$ cat src/rtl/prescaler_prog_if.sv
// prescaler_prog_if: control and status bundle for the multi-channel programmable prescaler.
interface prescaler_prog_if #(parameter int CH = 2, parameter int W = 8);
    logic            ce;
    logic [CH-1:0]   run;
    logic [CH-1:0]   load;
    logic [CH*W-1:0] div_in;
    logic [CH-1:0]   restart;
    logic [CH-1:0]   oneshot;
    logic [CH-1:0]   ceo;
    logic [CH-1:0]   busy;
    logic [CH*W-1:0] cnt_out;
    modport master (output ce, run, load, div_in, restart, oneshot, input ceo, busy, cnt_out);
    modport slave (input ce, run, load, div_in, restart, oneshot, output ceo, busy, cnt_out);
endinterface

$ cat src/rtl/prescaler_prog.sv
// prescaler_prog: per-channel down-counters that emit a one-cycle enable every DIV+1 enabled cycles.
module prescaler_prog #(
    parameter int CH = 2,
    parameter int W = 8,
    parameter int DEFAULT_DIV = 9
) (
    input logic clk,
    input logic rst,
    prescaler_prog_if.slave bus
);
    localparam logic [W-1:0] DEF = W'(DEFAULT_DIV);
    logic [CH-1:0][W-1:0] div, cnt, eff;
    logic [CH-1:0] ceo, busy;
    // a divisor loaded on a reload edge is used immediately
    always_comb
        for (int i = 0; i < CH; i++)
            eff[i] = bus.load[i] ? bus.div_in[i*W +: W] : div[i];
    always_ff @(posedge clk)
        for (int i = 0; i < CH; i++)
            if (rst) begin
                div[i] <= DEF;
                cnt[i] <= DEF;
                ceo[i] <= 1'b0;
                busy[i] <= 1'b1;
            end else begin
                if (bus.load[i]) div[i] <= bus.div_in[i*W +: W];
                if (bus.restart[i]) begin
                    cnt[i] <= eff[i];
                    ceo[i] <= 1'b0;
                    busy[i] <= 1'b1;
                end else if (busy[i] && bus.run[i] && bus.ce) begin
                    ceo[i] <= cnt[i] == '0;
                    cnt[i] <= cnt[i] == '0 ? eff[i] : cnt[i] - 1'b1;
                    if (cnt[i] == '0 && bus.oneshot[i]) busy[i] <= 1'b0;
                end else
                    ceo[i] <= 1'b0;
            end
    assign bus.ceo = ceo;
    assign bus.busy = busy;
    assign bus.cnt_out = cnt;
endmodule

$ cat src/flat_wrapper.sv
// flat-port wrapper written by rule: the top's interface ports become plain ports
module prescaler_prog_flat 
#(
    parameter int CH = 2,
    parameter int W = 8,
    parameter int DEFAULT_DIV = 9
)
  (clk, rst, bus_ce, bus_run, bus_load, bus_div_in, bus_restart, bus_oneshot, bus_ceo, bus_busy, bus_cnt_out);
  prescaler_prog_if #(.CH(CH), .W(W)) bus_i ();
  input logic clk;
  input logic rst;
  input wire logic [$bits(bus_i.ce)-1:0] bus_ce;
  input wire logic [$bits(bus_i.run)-1:0] bus_run;
  input wire logic [$bits(bus_i.load)-1:0] bus_load;
  input wire logic [$bits(bus_i.div_in)-1:0] bus_div_in;
  input wire logic [$bits(bus_i.restart)-1:0] bus_restart;
  input wire logic [$bits(bus_i.oneshot)-1:0] bus_oneshot;
  output wire logic [$bits(bus_i.ceo)-1:0] bus_ceo;
  output wire logic [$bits(bus_i.busy)-1:0] bus_busy;
  output wire logic [$bits(bus_i.cnt_out)-1:0] bus_cnt_out;
  assign bus_i.ce = bus_ce;
  assign bus_i.run = bus_run;
  assign bus_i.load = bus_load;
  assign bus_i.div_in = bus_div_in;
  assign bus_i.restart = bus_restart;
  assign bus_i.oneshot = bus_oneshot;
  assign bus_ceo = bus_i.ceo;
  assign bus_busy = bus_i.busy;
  assign bus_cnt_out = bus_i.cnt_out;
  prescaler_prog #(.CH(CH), .W(W), .DEFAULT_DIV(DEFAULT_DIV)) u_core (.clk(clk), .rst(rst), .bus(bus_i));
endmodule
$ cat config.mk
export PLATFORM = sky130hd
export DESIGN_NAME = prescaler_prog_flat
export DESIGN_NICKNAME = d
export VERILOG_FILES = /design/src/rtl/prescaler_prog_if.sv /design/src/rtl/prescaler_prog.sv /design/src/flat_wrapper.sv
export SDC_FILE = /design/constraint.sdc
export NUM_CORES = 1
export LEC_CHECK = 0
export CAP_MARGIN = 10
export CORE_UTILIZATION = 50
export DETAILED_ROUTE_END_ITERATION = 8
export DONT_BUFFER_PORTS = 1
export SLEW_MARGIN = 25
export SYNTH_ARGS = -nofsm -noshare
export SYNTH_HDL_FRONTEND = slang
export SYNTH_SLANG_ARGS = --single-unit
$ cat constraint.sdc
create_clock -name clk -period 2.2 [get_ports clk]
set_input_delay 0.33 -clock clk [delete_from_list [all_inputs] [get_ports clk]]
set_output_delay 0.33 -clock clk [all_outputs]
set_load 0.05 [all_outputs]
; After elaboration in Yosys (flattened, before gate mapping)
; Index checks and enable logic that the tools add are counted.
[totals]
output_inout_bits = 20
elab_cells = 36
register_bits = 36
input_bits = 27
[op_classes]
n_bitwise = 2
add_sub_neg = 2
n_reduce_logical = 16
muxes = 8
[op_table]
columns = operator, n
row1 = $mux W8, 8
row2 = $logic_not A8 Y1, 2
row3 = $sub A8 B1 Y8 const B, 2
row4 = $logic_and A1 B1 Y1, 6
row5 = $reduce_or A3 Y1, 2
row6 = $reduce_and A2 Y1, 2
row7 = $reduce_bool A2 Y1, 2
row8 = $reduce_or A2 Y1, 2
row9 = $not A1 Y1, 2

; Logic depth before layout (Yosys ltp)
; Gate-level depths: netlist of the first run.
[depth]
ltp_word = 4
ltp_mapped = 6
mapped_depth_nobuf = 6

; Worst setup path after synthesis of the first run
; No wires, ideal clock.
[synth_path]
path_kind = reg2reg
from = register u_core.cnt, in the netlist u_core.bus.cnt_out[0]
to = register u_core.cnt, in the netlist u_core.bus.cnt_out[0]
synth_period_minus_slack_ns = 2.076
slack_ns = 0.124
setup_time_ns = 0.122
t_required_ns = 2.078
n_path_buf = 0
arrival_time_ns = 1.954
stages_incl_launch_ff = 7
path_cell_list = dfxtp_1 > inv_1 > ha_1 > nor3b_1 > a21oi_2 > o22ai_1 > a221o_1
[synth_between]
elab_chain_cells = 4
elab_cells_between_ends = 5
cone_classes = 1 x add/sub / 3 x mux / 1 x reduce/logical
[synth_rtl]
columns = element, line
row1 = from (decl), prescaler_prog.sv:12  ; logic [CH-1:0][W-1:0] div, cnt, eff;
row2 = "from (signal, indexed assignment)", prescaler_prog.sv:28  ; cnt[i] <= eff[i];
row3 = "from (signal, indexed assignment)", prescaler_prog.sv:33  ; cnt[i] <= cnt[i] == '0 ? eff[i] : cnt[i] - 1'b1;
row4 = $sub A8 B1 Y8 / $logic_not A8 Y1 (equally long branches), prescaler_prog.sv:33
row5 = $mux W8 *, prescaler_prog.sv:33
row6 = $mux W8 *, prescaler_prog.sv:31  ; end else if (busy[i] && bus.run[i] && bus.ce) begin
row7 = $mux W8 *, prescaler_prog.sv:27  ; if (bus.restart[i]) begin
; Mark *: on every way between the ends. The rest lies on a longest branch, timed or not. The select of a mux whose other input is x is not followed.
; A chain may end at the register's enable or synchronous reset.

; Worst setup path after layout of the first run
[layout_path]
from = register u_core.cnt, in the netlist u_core.bus.cnt_out[0]
to = register u_core.cnt, in the netlist u_core.bus.cnt_out[2]
; Same word-level chain as after synthesis.

==> results of run 1 <==
-- metal layers --
| layer | part of all wire, % | vias up | track usage (%) |
|---|---|---|---|
| li1 | - | 791 | - |
| met1 | 39 | 765 | 25.7 |
| met2 | 53 | 63 | 43.8 |
| met3 | 5.8 | 12 | 7.87 |
| met4 | 2.1 | 0 | 9.52 |
| met5 | 0 | - | 0 |
-- cells by family (layout without fill, tap and decap cells) --
family	count (synthesis)	in the layout
AND/OR/NAND/NOR	76	76
flip-flops	36	36
buffers and inverters	21	41
multiplexers	15	15
adder cells (fa/ha/maj)	4	4
AO/OA/AOI/OAI	51	51
-- registers in the layout (all words and copies together) (netlist names) --
register            flops
u_core.bus.cnt_out     16
u_core.bus.busy         2
u_core.div             16
u_core.bus.ceo          2
-- through the flow --
stage	util, %	setup WS (ps)	power [mW]	hold slack [ps]
floorplan	-	124	0.987	445
global placement	58.4	404	1.05	403
detailed placement	58.4	294	1.06	406
CTS	60.6	259	1.52	27.3
global route	60.6	132	1.57	19.3
finish	60.6	250	1.50	57.5
-- critical path, stage by stage (launching register included) --
cell	delay, ps
dfxtp_1	330
inv_1	80
ha_1	240
nor3b_1	510
a21oi_2	180
or3_1	400
a31oi_1	160
-- power by group through the flow --
stage	Clock [mW]	Combinational (mW)	Sequential [mW]
after detailed placement	0	0.326	0.733
after floorplan	0	0.174	0.813
after global placement	0	0.323	0.731
after CTS	0.473	0.327	0.718
after global routing	0.496	0.355	0.723
final	0.457	0.328	0.717
-- placed cells by master (no fill, tap or decap), drive strengths merged, types with 6 or more instances in the layout --
cell | netlist | final
mux2i | 15 | 15
nand2 | 8 | 8
nor2 | 26 | 26
or3 | 6 | 6
dfxtp | 36 | 36
buf | 3 | 22
a21oi | 10 | 10
a31oi | 7 | 7
inv | 11 | 11
clkbuf | 7 | 6
-- synthesized netlist by cell type (2+ instances only) --
library cell / n
nor2_1: 26
dfxtp_1: 36
buf_2: 2
o32ai_1: 5
nand2b_1: 2
a211o_1: 4
nor3_1: 5
a21oi_1: 9
and3_1: 2
nand4_1: 5
nor3b_1: 3
clkbuf_1: 7
nor4_1: 2
nor2b_1: 4
nand3_1: 5
or3_1: 5
o21ai_0: 5
inv_1: 11
mux2i_1: 15
a211oi_1: 3
o211ai_1: 4
a31oi_1: 7
nand4b_1: 2
ha_1: 4
nand2_1: 8
-- worst max path at each step --
stage / start / end / depth (start not counted)
2_1_floorplan: u_core.bus.cnt_out[0] / u_core.bus.cnt_out[0] / 6
3_3_place_gp: u_core.bus.cnt_out[0] / u_core.bus.cnt_out[7] / 6
3_5_place_dp: u_core.bus.cnt_out[0] / u_core.bus.cnt_out[2] / 6
4_1_cts: u_core.bus.cnt_out[0] / u_core.bus.cnt_out[7] / 6
5_1_grt: u_core.bus.cnt_out[0] / u_core.bus.cnt_out[2] / 6
6_report: u_core.bus.cnt_out[0] / u_core.bus.cnt_out[2] / 6
-- area by class of cell --
cell class,count,area (µm²)
clock buffer,6,41.3
clock inverter,2,35.0
fill,293,1330
inverter,11,41.3
multi-input combinational,146,995
sequential,36,721
tap,46,57.6
timing repair buffer,22,165
==> impl_metrics.tcl, run 1 <==
set metrics [dict create \
    maxCapViolCount 0 \
    max_clock_freq_mhz 513 \
    rr_worst_depth 6 \
    period_minus_slack_ps 1950 \
    nets 253 \
    syn_area_per_cell_um2 8.85 \
    setup_violations 0 \
    syn-cell-area_um2 1800 \
    cts_tree "yes" \
    rows 21 \
    worst-slew-pin-transition_ps 570 \
    yosys_warnings 0 \
    cts_sinks 36 \
    cts_root_buf "clkbuf_4" \
    dr_total_vias 1631 \
    p_seq_share_pct 47.8 \
    grt_pass1_vias 1496 \
    via_per_inst 6.06 \
    synth_top_family_by_area "simple AND/OR/NAND/NOR gates" \
    dr.pass1.iters 4 \
    critical_path_required_ps 2470 \
    start_kind "flip-flop" \
    worstPathMaxFanout 6 \
    p_sw_mw 0.453 \
    synthDominantCellAreaShare_pct 40.1 \
    synthArstFlopShare_pct 0 \
    gp_congestion 0.952 \
    synth_cell_type_count 47 \
    dieArea_um2 3840 \
    synthMuxAreaShare_pct 8.36 \
    track_usage_pct 24.1 \
    drv_slew 0 \
    initial_utilization_pct 53.0 \
    wirelength_um 4280 \
    portBuffers 0 \
    synthXorXnorAreaFrac_pct 0 \
    status "complete, no violations" \
    rsz0062_at_grt "false" \
    powerDensity_nw_per_um2 731 \
    die_y_um 61.9 \
    cts_htree_levels 2 \
    overflow 0 \
    worstSetupPathType "flip-flop to flip-flop" \
    final_cells 269 \
    cts_resized 0 \
    cts_max_path_buffers 2 \
    grt_pass1_wl_um 6610 \
    reg2reg_to "u_core.bus.cnt_out[2]" \
    drc_errors 0 \
    core_area_um2 3390 \
    syn2layout_area_growth_pct 14.4 \
    ys_ff_latch 36 \
    power_leakage_nw 0.835 \
    hold_depth 1 \
    synth_cells 203 \
    sw_frac_of_total_pct 30.1 \
    grt_antenna_before_repair 0 \
    min-delay-start "rst" \
    syn_nets 234 \
    clock_skew_ps 6.37 \
    synth_edf_count 0 \
    ant_nets 0 \
    finalCritPeriodShare_pct 88.7 \
    chipWidth_um 61.9 \
    hold-path-endpoint "u_core.bus.cnt_out[13]" \
    synth-simple-area-share_pct 23.5 \
    grt_max_degree 32 \
    first_iter_violations 161 \
    fin_area_um2 2060 \
    cts_buffers 5 \
    synth_adder_area_share_pct 2.79 \
    clkTransAtPathRegs_ps 110 \
    post_drt_wl_per_cell_um 15.9 \
    hold_viol 0 \
    dp_hpwl_um 3160 \
    drive_gt1_share_pct 16.6 \
    power_frac_comb_pct 21.8 \
    synthFlopType "dfxtp_1" \
    cts_setup_buffers 0 \
    clock_latency_ps 330 \
    yosys.area.top_type "dfxtp_1" \
    synth-compound-area-share_pct 20.8 \
    maxSlewHeadroom_pct 61.8 \
    setup_tns_ps 0 \
    rrSetupSlack_ps 250 \
    hold_path_class "primary input to flip-flop" \
    ys_seq_area_share_pct 40.1 \
    pin_count 47 \
    ir_worst_vdd_mv 0.502 \
    p_clk_share_pct 30.4 \
    placed_cell_area_um2 1980 \
    cp.arrival_ps 2220 \
    endpoint_kind "flip-flop" \
    p_int_mw 1.05 \
    yosys-top-cells-area "dfxtp_1 40%, mux2i_1 8.4%, nor2_1 5.4%, ha_1 2.8%, a21oi_1 2.5%" \
    r2r-start "u_core.bus.cnt_out[0]" \
    dpl.cell_count 261 \
    holdBufCountCts 0 \
    antenna_cells 0 \
]
No activity file was read; power rests on OpenSTA's default activity.
==> run 2, diff against run 1 <==
- BUFFER_PORTS_ARGS: unset -> -buffer_cell sky130_fd_sc_hd__buf_2
- CAP_MARGIN: 10 -> unset
- DONT_BUFFER_PORTS: 1 -> unset
- PLACE_DENSITY: unset -> 0.79
==> run 2 against run 1 <==
  * Routed wire length is 2.4% lower
  * Critical path depth stayed put
  * Worst hold slack better by 180 ps
  * Highest routed layer unchanged
==> impl_metrics.tcl, run 2 (synthesis gave the netlist of run 1 again) <==
set metrics [dict create \
    status "complete, no violations" \
    cts_max_path_buffers 2 \
    first_iter_violations 116 \
    syn2layout_area_growth_pct 18.5 \
    powerDensity_nw_per_um2 688 \
    nets 279 \
    cts_setup_buffers 0 \
    gp_congestion 0.897 \
    die_y_um 61.9 \
    cts_sinks 36 \
    pin_count 47 \
    antenna_cells 0 \
    dpl.cell_count 287 \
    maxCapViolCount 0 \
    portBuffers 46 \
    dr.pass1.iters 4 \
    cts_resized 0 \
    clock_skew_ps 16.5 \
    cts_tree "yes" \
    crit_top_cell "a31oi_1" \
    via_per_inst 5.70 \
    dr_total_vias 1676 \
    worstPathMaxFanout 9 \
    start_kind "flip-flop" \
    grt_antenna_before_repair 0 \
    drive_gt1_share_pct 25.8 \
    rows 21 \
    core_area_um2 3390 \
    dieArea_um2 3840 \
    final_cell_mix "46 x buf_2, 36 x dfxtp_1, 26 x nor2_1" \
    critical_path_required_ps 2470 \
    ir_worst_vdd_mv 0.453 \
    grt_pass1_vias 1350 \
    endpoint_kind "flip-flop" \
    dp_hpwl_um 3030 \
    hold_path_class "primary input to flip-flop" \
    drc_errors 0 \
    wirelength_um 4170 \
    p_clk_share_pct 27.1 \
    overflow 0 \
    max_stage_delay_ps 430 \
    worst-path-buf-inv 1 \
    cts_root_buf "clkbuf_4" \
    clock_latency_ps 340 \
    post_drt_wl_per_cell_um 14.2 \
    multi_input_area_um2 1000 \
    regArea_um2 721 \
    critPathTopFamily "simple AND/OR/NAND/NOR gates" \
    worst-slew-pin-transition_ps 554 \
    power_frac_comb_pct 23.0 \
    maxSlewHeadroom_pct 63.1 \
    cts_buffers 5 \
    critPathSlowestCell "nor4b_4" \
    clkTransAtPathRegs_ps 100 \
    power_leakage_nw 0.924 \
    finalCritPeriodShare_pct 88.0 \
    grt_max_degree 32 \
    chipWidth_um 61.9 \
    initial_utilization_pct 53.0 \
    sw_frac_of_total_pct 32.3 \
    final_cells 294 \
    p_int_mw 0.992 \
    layout_commonest_cell "buf_2" \
    holdBufCountCts 0 \
    crit_chain "inv_1, ha_1, nor4b_4, a31oi_1, or2_0, a31oi_1" \
    drv_slew 0 \
    cp.arrival_ps 2210 \
    ant_nets 0 \
    fillCellCount 298 \
    track_usage_pct 23.2 \
    setup_tns_ps 0 \
    setup_violations 0 \
    grt_pass1_wl_um 6370 \
    period_minus_slack_ps 1940 \
    max_clock_freq_mhz 517 \
    hold_viol 0 \
    p_sw_mw 0.474 \
    cts_htree_levels 2 \
    worstSetupPathType "flip-flop to flip-flop" \
    rsz0062_at_grt "false" \
    p_seq_share_pct 49.9 \
]
==> run 2: changes by cell type in the layout (fill, tap and decap cells not counted), sizes merged <==
cell    before  now
buf         22   48
clkinv       1    0
bufinv       1    0
clkbuf       6    7
==> run 2: layout make-up <==
cell class	count	share of cell area, %
clock buffer	7	3.06
inverter	11	1.94
multi-input combinational	146	46.9
sequential	36	33.8
tap	46	2.70
timing repair buffer	48	11.5
==> run 2: per-stage QoR <==
step / worst slack (ps) / utilization [%] / instance area [µm²] / hold WS (ps) / power [mW]
6_report: 264 / 62.8 / 2130 / 233 / 1.47
5_1_grt: 70.3 / 62.8 / 2130 / 207 / 1.54
4_1_cts: 222 / 62.7 / 2120 / 223 / 1.47
3_5_place_dp: 257 / 60.8 / 2060 / 484 / 1.08
3_3_place_gp: 320 / 60.8 / 2060 / 472 / 1.08
2_1_floorplan: 124 / - / 1800 / 445 / 0.987
==> run 2: final timing paths <==
| kind | start | to | slack (ps) | cells after the start |
|---|---|---|---|---|
| setup / recovery | u_core.bus.cnt_out[8] | u_core.bus.cnt_out[12] | 260 | 6 |
| setup reg to reg | u_core.bus.cnt_out[8] | u_core.bus.cnt_out[12] | 260 | 6 |
| hold reg to reg | u_core.div[12] | u_core.div[12] | 510 | 2 |
| hold / removal | bus_div_in[11] | u_core.div[11] | 230 | 2 |
==> run 2: layer usage <==
metal  GRT usage, %  part of all wire [%]
met1           35.5                    51
met2           30.1                    41
met3           8.07                   7.7
met4           6.67                  0.65
met5              0                     0
==> run 2: worst reg2reg max path, delay by kind of cell (launching register included) <==
family | cells | cell delay, ps
flip-flops | 1 | 390
adder cells (fa/ha/maj) | 1 | 210
AO/OA/AOI/OAI | 2 | 450
AND/OR/NAND/NOR | 2 | 720
buffers and inverters | 1 | 110
==> run 2: power by group through the flow <==
| stage | Sequential (mW) | Combinational, mW | Clock (mW) |
|---|---|---|---|
| finish | 0.732 | 0.337 | 0.397 |
| global route | 0.737 | 0.366 | 0.441 |
| CTS | 0.730 | 0.336 | 0.405 |
| detailed placement | 0.745 | 0.334 | 0 |
| global placement | 0.743 | 0.333 | 0 |
| floorplan | 0.813 | 0.174 | 0 |
==> run 3, diff against run 2 <==
--- a/config.mk
+++ b/config.mk
@@ -8,5 +8,5 @@
 export BUFFER_PORTS_ARGS = -buffer_cell sky130_fd_sc_hd__buf_2
-export CORE_UTILIZATION = 50
+export CORE_UTILIZATION = 40
 export DETAILED_ROUTE_END_ITERATION = 8
-export PLACE_DENSITY = 0.79
+export PLACE_DENSITY = 0.66
 export SLEW_MARGIN = 25
==> constraint.sdc (replaced) <==
create_clock -name clk -period 1.9 [get_ports clk]
set_input_delay 0.285 -clock clk [delete_from_list [all_inputs] [get_ports clk]]
set_output_delay 0.285 -clock clk [all_outputs]
set_load 0.1 [all_outputs]
==> run 3 against run 2 <==
  * Non-clock buffer count rose by 2
  * Combinational power rose by 47%
  * Sequential power up 17%
  * Sequential share of layout area fell by 0.25 points
  * Critical endpoint unchanged
  * Clock power up 58%
  * Highest routed layer unchanged
  * Final area increased by 5.1%
  * Maximum frequency rose by 12%
  * Count of clock-buffer cells in the layout down 1
  * Flip-flop and latch count stayed put
  * Utilization fell by 11 points
==> impl_metrics.tcl, run 3 (synthesis gave the netlist of run 1 again) <==
set metrics [dict create \
    status "complete, no violations" \
    rows 24 \
    pin_count 47 \
    p_seq_share_pct 43.1 \
    die_y_um 69.0 \
    cp.arrival_ps 1950 \
    clkTransAtPathRegs_ps 80 \
    grt_antenna_before_repair 0 \
    maxCapViolCount 0 \
    critical_path_required_ps 2110 \
    endpoint_kind "flip-flop" \
    cts_setup_buffers 0 \
    chipWidth_um 69.0 \
    max_clock_freq_mhz 576 \
    total_power_mw 1.98 \
    min-delay-start "bus_div_in[11]" \
    hold_path_class "primary input to flip-flop" \
    start_kind "flip-flop" \
    dr_total_vias 1700 \
    sw_frac_of_total_pct 34.9 \
    core_area_um2 4320 \
    clock_latency_ps 290 \
    setup.worst_path.start "u_core.bus.cnt_out[8]" \
    drv_slew 0 \
    syn2layout_area_growth_pct 24.6 \
    hold_slack_ps 238 \
    initial_utilization_pct 41.6 \
    final_cell_mix "46 x buf_2, 26 x nor2_1, 19 x dfxtp_1" \
    grt_max_degree 19 \
    via_per_inst 5.61 \
    drc_errors 0 \
    cts_sinks 36 \
    cts_root_buf "clkbuf_8" \
    dr.pass1.iters 4 \
    cts_htree_levels 2 \
    antenna_cells 0 \
    cts_tree "yes" \
    worst-slew-pin-transition_ps 552 \
    worstSetupPathType "flip-flop to flip-flop" \
    maxSlewHeadroom_pct 63.0 \
    nets 281 \
    grt_pass1_wl_um 7180 \
    cts_buffers 5 \
    p_sw_mw 0.690 \
    power_leakage_nw 0.958 \
    gp_congestion 0.900 \
    rsz0062_at_grt "false" \
    dp_hpwl_um 3260 \
    finalCritPeriodShare_pct 91.3 \
    dieArea_um2 4760 \
    first_iter_violations 94 \
    hold_viol 0 \
    utilization_pct 51.8 \
    drive_gt1_share_pct 34.3 \
    p_int_mw 1.29 \
    cts_max_path_buffers 2 \
    power_frac_comb_pct 25.1 \
    clock_skew_ps 4.18 \
    p_clk_share_pct 31.8 \
    post_drt_wl_per_cell_um 14.6 \
    setup_tns_ps 0 \
    overflow 0 \
    worstPathMaxFanout 6 \
    track_usage_pct 19.0 \
    wirelength_um 4420 \
    grt_pass1_vias 1445 \
    multi_input_area_um2 1010 \
    regArea_um2 752 \
    ant_nets 0 \
    portBuffers 46 \
    ir_worst_vdd_mv 0.615 \
    fillCellCount 458 \
    powerDensity_nw_per_um2 883 \
    r2r-start "u_core.bus.cnt_out[8]" \
    setup_violations 0 \
    period_minus_slack_ps 1730 \
    layout_commonest_cell "buf_2" \
]
[run 3: cell count changes in the layout (fill, tap and decap cells not counted), sizes merged]
cell    before  now
buf         48   50
clkbuf       7    6
clkinv       0    1
inv         11   12
[run 3: area by class of cell]
type	count	share of cell area (%)
multi-input cells	146	45.3
flip-flops and latches	36	33.6
repair buffers	50	11.6
clock buffers	6	4.19
well taps	52	2.91
inverters	11	1.84
clock inverters	2	0.503
[run 3: worst paths after layout]
| kind | end | slack [ps] | depth (start not counted) |
|---|---|---|---|
| hold / removal | u_core.div[11] | 240 | 2 |
| setup reg to reg | u_core.bus.cnt_out[12] | 170 | 6 |
| setup / recovery | u_core.bus.cnt_out[12] | 170 | 6 |
| hold reg to reg | u_core.bus.busy[0] | 490 | 2 |
[run 3: per-stage QoR]
| stage | setup slack (ps) | cells | cell area (µm²) |
|---|---|---|---|
| after global routing | 23.3 | 303 | 2240 |
| after global placement | 181 | 295 | 2120 |
| after CTS | 125 | 303 | 2220 |
| after floorplan | 1.60 | 203 | 1830 |
| final | 165 | 303 | 2240 |
| after detailed placement | 145 | 295 | 2120 |
[run 3: worst max-delay path: stages, from the launching register on]
cell     delay (ps)
dfxtp_4         360
inv_1            80
ha_1            170
nand4_1         150
or3_1           350
or4_1           410
a31oi_1         140
[run 3: power groups by stage]
stage,clock network [mW],logic (mW),registers [mW]
3_5_place_dp,0,0.489,0.868
5_1_grt,0.684,0.527,0.859
6_report,0.628,0.496,0.853
4_1_cts,0.644,0.491,0.851
2_1_floorplan,0,0.201,1.04
3_3_place_gp,0,0.489,0.866
[run 3: repair_timing]
| item | CTS | global route |
|---|---|---|
| hold buffers | 0 | 0 |
| gates resized for setup | 0 | 3 |
| endpoints found under the setup margin | 0 | 3 |
[run 3: routing by layer]
metal | up-vias | share of wire (%) | track usage, %
met2 | 61 | 46 | 28.9
met4 | 0 | 1.7 | 7.26
met1 | 779 | 47 | 25.4
met5 | - | 0 | 0
met3 | 7 | 5.7 | 5.41
li1 | 853 | - | -
